--- src/rtl/pixel_splicer_nppc.sv ---
// pixel_splicer_nppc
//   AXI4-Stream video gearbox. Accepts PPC pixels per input beat and emits
//   them one pixel per output beat, pixel 0 (lowest bits) first. SOF (tuser)
//   and EOL (tlast) on the output are regenerated from internal x/y counters
//   against FRAME_WIDTH x FRAME_HEIGHT. Input beats before the first SOF are
//   dropped, and framing problems on the input are flagged.
//
// Ports
//   aclk, aresetn   clock (rising edge), async active-low reset
//   s_axis_*        input stream, PPC*PIXEL_WIDTH data, tuser=SOF, tlast=EOL
//   m_axis_*        output stream, one pixel per beat, tuser=(0,0), tlast=x end
//   sof_err         pulse: SOF seen on a beat inside a frame
//   eol_err         pulse: input tlast disagrees with the expected line end
//   frame_done      high in the cycle the last pixel of a frame transfers
module pixel_splicer_nppc #(
  parameter int PIXEL_WIDTH  = 24,
  parameter int PPC          = 2,
  parameter int FRAME_WIDTH  = 10,
  parameter int FRAME_HEIGHT = 10
) (
  input  logic                       aclk,
  input  logic                       aresetn,
  input  logic [PPC*PIXEL_WIDTH-1:0] s_axis_tdata,
  input  logic                       s_axis_tvalid,
  output logic                       s_axis_tready,
  input  logic                       s_axis_tuser,
  input  logic                       s_axis_tlast,
  output logic [PIXEL_WIDTH-1:0]     m_axis_tdata,
  output logic                       m_axis_tvalid,
  input  logic                       m_axis_tready,
  output logic                       m_axis_tuser,
  output logic                       m_axis_tlast,
  output logic                       sof_err,
  output logic                       eol_err,
  output logic                       frame_done
);

  localparam int PW_W = (PPC > 1)          ? $clog2(PPC)          : 1;
  localparam int XW   = (FRAME_WIDTH > 1)  ? $clog2(FRAME_WIDTH)  : 1;
  localparam int YW   = (FRAME_HEIGHT > 1) ? $clog2(FRAME_HEIGHT) : 1;

  localparam logic [PW_W-1:0] P_LAST = PW_W'(PPC - 1);
  localparam logic [XW-1:0]   X_LAST = XW'(FRAME_WIDTH - 1);
  localparam logic [YW-1:0]   Y_LAST = YW'(FRAME_HEIGHT - 1);

  localparam logic [0:0] ST_WAIT_SOF = 1'b0;
  localparam logic [0:0] ST_ACTIVE   = 1'b1;

  logic [0:0]                          state_q, state_d;
  logic [PPC-1:0][PIXEL_WIDTH-1:0]     buf_q, buf_d;
  logic                                buf_vld_q, buf_vld_d;
  logic [PW_W-1:0]                     p_q, p_d;
  logic [XW-1:0]                       x_q, x_d;
  logic [YW-1:0]                       y_q, y_d;
  logic                                sof_err_q, sof_err_d;
  logic                                eol_err_q, eol_err_d;

  logic m_xfer, s_acc, frame_end, eff_wait;

  // Refill in the same cycle the last buffered pixel leaves: no bubbles.
  assign s_axis_tready = aresetn && (!buf_vld_q || (p_q == P_LAST && m_axis_tready));
  assign s_acc         = s_axis_tvalid && s_axis_tready;
  assign m_xfer        = buf_vld_q && m_axis_tready;
  assign frame_end     = m_xfer && (state_q == ST_ACTIVE) && (x_q == X_LAST) && (y_q == Y_LAST);
  // A beat accepted on the frame's final transfer is judged as if idle, so
  // an SOF there starts the next frame instead of counting as mid-frame.
  assign eff_wait      = (state_q == ST_WAIT_SOF) || frame_end;

  assign m_axis_tvalid = buf_vld_q;
  assign m_axis_tdata  = buf_vld_q ? buf_q[p_q] : '0;
  assign m_axis_tuser  = buf_vld_q && (x_q == '0) && (y_q == '0);
  assign m_axis_tlast  = buf_vld_q && (x_q == X_LAST);
  assign frame_done    = frame_end;
  assign sof_err       = sof_err_q;
  assign eol_err       = eol_err_q;

  always_comb begin
    state_d   = state_q;
    buf_d     = buf_q;
    buf_vld_d = buf_vld_q;
    p_d       = p_q;
    x_d       = x_q;
    y_d       = y_q;
    sof_err_d = 1'b0;
    eol_err_d = 1'b0;

    if (m_xfer) begin
      if (p_q == P_LAST) begin
        buf_vld_d = 1'b0;
        p_d       = '0;
      end else begin
        p_d = p_q + 1'b1;
      end
      if (x_q == X_LAST) begin
        x_d = '0;
        y_d = (y_q == Y_LAST) ? '0 : y_q + 1'b1;
      end else begin
        x_d = x_q + 1'b1;
      end
    end

    // Leftover pixels after the frame's last one are dropped.
    if (frame_end) begin
      state_d   = ST_WAIT_SOF;
      buf_vld_d = 1'b0;
      p_d       = '0;
    end

    // Non-SOF beats while waiting are accepted and thrown away.
    if (s_acc && (s_axis_tuser || !eff_wait)) begin
      buf_d     = s_axis_tdata;
      buf_vld_d = 1'b1;
      p_d       = '0;
      state_d   = ST_ACTIVE;
      if (s_axis_tuser) begin
        x_d       = '0;
        y_d       = '0;
        sof_err_d = !eff_wait;
      end
      // x_d now holds the x of this beat's pixel 0; counters are not
      // corrected on a mismatch, only flagged.
      eol_err_d = s_axis_tlast != ((int'(x_d) + PPC) == FRAME_WIDTH);
    end
  end

  always_ff @(posedge aclk or negedge aresetn) begin
    if (!aresetn) begin
      state_q   <= ST_WAIT_SOF;
      buf_q     <= '0;
      buf_vld_q <= 1'b0;
      p_q       <= '0;
      x_q       <= '0;
      y_q       <= '0;
      sof_err_q <= 1'b0;
      eol_err_q <= 1'b0;
    end else begin
      state_q   <= state_d;
      buf_q     <= buf_d;
      buf_vld_q <= buf_vld_d;
      p_q       <= p_d;
      x_q       <= x_d;
      y_q       <= y_d;
      sof_err_q <= sof_err_d;
      eol_err_q <= eol_err_d;
    end
  end

endmodule

--- config.mk ---
export PLATFORM = sky130hd
export DESIGN_NAME = pixel_splicer_nppc
export DESIGN_NICKNAME = d
export VERILOG_FILES = /design/src/rtl/pixel_splicer_nppc.sv
export SDC_FILE = /design/constraint.sdc
export NUM_CORES = 1
export LEC_CHECK = 0
export BUFFER_PORTS_ARGS = -buffer_cell sky130_fd_sc_hd__buf_2
export CAP_MARGIN = 10
export CORE_ASPECT_RATIO = 0.9
export CORE_MARGIN = 2
export CORE_UTILIZATION = 52
export CTS_CLUSTER_SIZE = 24
export DETAILED_ROUTE_END_ITERATION = 12
export PLACE_DENSITY = 0.8
export SLEW_MARGIN = 30
export SYNTH_ARGS = -nofsm -noshare
export SYNTH_HDL_FRONTEND = slang
export SYNTH_SLANG_ARGS = --single-unit
--- constraint.sdc ---
create_clock -name aclk -period 2.8 [get_ports aclk]
set_clock_uncertainty 0.2 [all_clocks]
set_input_delay 0.56 -clock aclk [delete_from_list [all_inputs] [get_ports aclk]]
set_output_delay 0.56 -clock aclk [all_outputs]
set_load 0.1 [all_outputs]
==> results.toml <==
[yosys]
synth_top_area_share_pct = 50.9
synth-edff-count = 0
ys_seq_elements = 61
synth.most_common_cell = "dfrtp_1"
async_flop_share_pct = 100
seq_area_frac_synth_pct = 50.9
synth_cell_types = 36
synth_area_leader_cell = "dfrtp_1"
synthFlopType = "dfrtp_1"
syn-num-nets = 297
syn-cell-area_um2 = 3000
synth_area_leaders = "dfrtp_1 51%, mux2_2 15%, mux2i_1 8.4%"
postSynthCellCount = 240
synthTopCellsByCount = "61 x dfrtp_1, 39 x mux2_2, 26 x nor2b_1"
syn_area_per_cell_um2 = 12.5
ys.warnings.count = 0

[clocking]
path_clk_slew_ns = 0.06
clock-sinks = 61
worstSkewPairLatency_ns = 0.34
cts_tree = "built"
cts-resized-gates = 0
postCtsHoldBufs = 0
clockBufferDepth = 2
h-tree-depth = 3
post_cts_buffers = 0
cts_buffers = 9
cts_root_buffer = "clkbuf_8"

[finish]
ff_latch_area_um2 = 1530
drive_above_1_share_pct = 55.3
area_growth_pct = 38.2
layout.cells.non_filler = 403
nFillCells = 383
final_nets = 387
n_antenna_cell = 0
multi_input_area_um2 = 1470
stdcell_area_um2 = 4140

[floorplanning]
die_h_um = 76.0
dieArea_um2 = 6390
fp-row-count = 26
fp.dieW_um = 84.0
design.core.area_um2 = 5630
initial_core_util_pct = 53.2
ios = 85

[sta]
fmax_mhz = 373
tightest_slew_ns = 0.754
rsz0062_at_grt = "no"
setup_viol = 0
final_hold_viol_count = 0
relSlewSlack_pct = 49.7
finalSetupTns_ns = 0
finalMaxSlewViolations = 0
period_minus_slack_ns = 2.68
period_share_pct = 95.6

[global_routing]
grt_usage_pct = 22.1
grt_pass1_vias = 2323
grt_pass1_wl_um = 11000
antenna_found_initial = 0
grt_start_max_net_pins = 62
grt.overflow.total = 0

[critical_path]
max_stage_delay_ns = 0.42
cp.buffers_inverters = 2
ff2ff_path_depth = 7
crit_slowest_cell = "buf_2"
r2r_slack_ns = 0.35
critPathArrivalTime_ns = 1.92
required_ns = 2.04
end_kind = "primary output"
critPathKind = "flip-flop to primary output"
startpoint_type = "flip-flop"
cp_cell_sequence = "inv_1, ha_1, and3b_2, and2_2, buf_2"
cp.depth = 5
worst-path-max-fanout = 4
crit_family = "buffers and inverters"

[routing]
detailedRoute.firstPassIterationCount = 4
vias = 2121
routedWlPerCell_um = 16.0
ant_nets = 0
drc = 0
drt-initial-drc-count = 37
drt_wl_total_um = 6460
via_per_inst = 5.26

[place]
place_area_um2 = 3980
numPortBuffers = 84
routabilityCongestion = 0.809
place_hpwl_um = 4630
place_inst = 389

[flow_run]
maxCapViolations = 0

[hold_path]
holdCritPathClass = "input port to async pin"

[status]
status = "finished, final reports clean"
[kinds of logic (layout without fill, tap and decap cells)]
group | Yosys count | count (layout) | share of synthesized area (%)
AOI/OAI and AO/OA | 17 | 17 | 3.88
DFF | 61 | 61 | 50.9
adders and majority gates | 3 | 3 | 1.25
and+or+nand+nor | 67 | 67 | 12.9
buffers and inverters | 16 | 109 | 2.67
xor gates and xnor gates | 3 | 3 | 0.877
muxes | 73 | 73 | 27.5
[flip-flops by register name, summed over array words and instances, names as in the netlist]
register / count
sof_err: 1
x_q: 4
m_axis_tvalid: 1
p_q: 1
buf_q: 48
y_q: 4
state_q: 1
eol_err: 1
[routing by layer]
layer	routed length, um	global-route usage [%]
met1	2690	26.2
met2	3160	35.5
met3	493	9.53
met4	116	8.87
met5	0	0
[per-stage QoR]
| step | hold slack [ns] | util (%) | worst slack [ns] |
|---|---|---|---|
| detailed placement | 0.297 | 70.7 | 0.360 |
| CTS | 0.230 | 73.6 | 0.101 |
| floorplan | 0.0644 | - | -0.268 |
| global placement | 0.289 | 70.7 | 0.450 |
| global route | 0.231 | 73.6 | 0.00621 |
| finish | 0.198 | 73.6 | 0.122 |
[cell usage in the layout (no fill, tap or decap), types with 6 or more instances in the layout]
master	Yosys	final
nor2_1	10	10
dfrtp_1	61	61
buf_4	0	6
nor2b_2	0	24
nand2_1	9	9
mux2_4	9	9
clkbuf_8	0	11
buf_2	4	58
mux2i_1	25	25
buf_12	0	27
a21oi_1	7	7
mux2_2	39	39
[cell type report]
cell class	instances	area share [%]
Clock buffer	12	3.75
Clock inverter	2	0.242
Inverter	4	0.363
Multi-Input combinational cell	163	35.5
Sequential cell	61	36.9
Tap cell	70	2.11
Timing Repair Buffer	91	21.1
[worst paths after layout]
| kind | end | start |
|---|---|---|
| min | x_q[3]$_DFF_PN0_ | aresetn |
| min in group aclk | buf_q[46]$_DFFE_PN0N_ | s_axis_tdata[46] |
| max in group asynchronous | buf_q[5]$_DFFE_PN0N_ | aresetn |
| max | m_axis_tlast | x_q[1]$_DFF_PN0_ |
| max reg2reg | buf_q[28]$_DFFE_PN0N_ | x_q[0]$_DFF_PN0_ |
| min reg2reg | buf_q[36]$_DFFE_PN0N_ | buf_q[36]$_DFFE_PN0N_ |
Power is left out: the tool's default activity adds up to more than one toggle a clock period on the data nets, which glitch-free logic cannot reach.
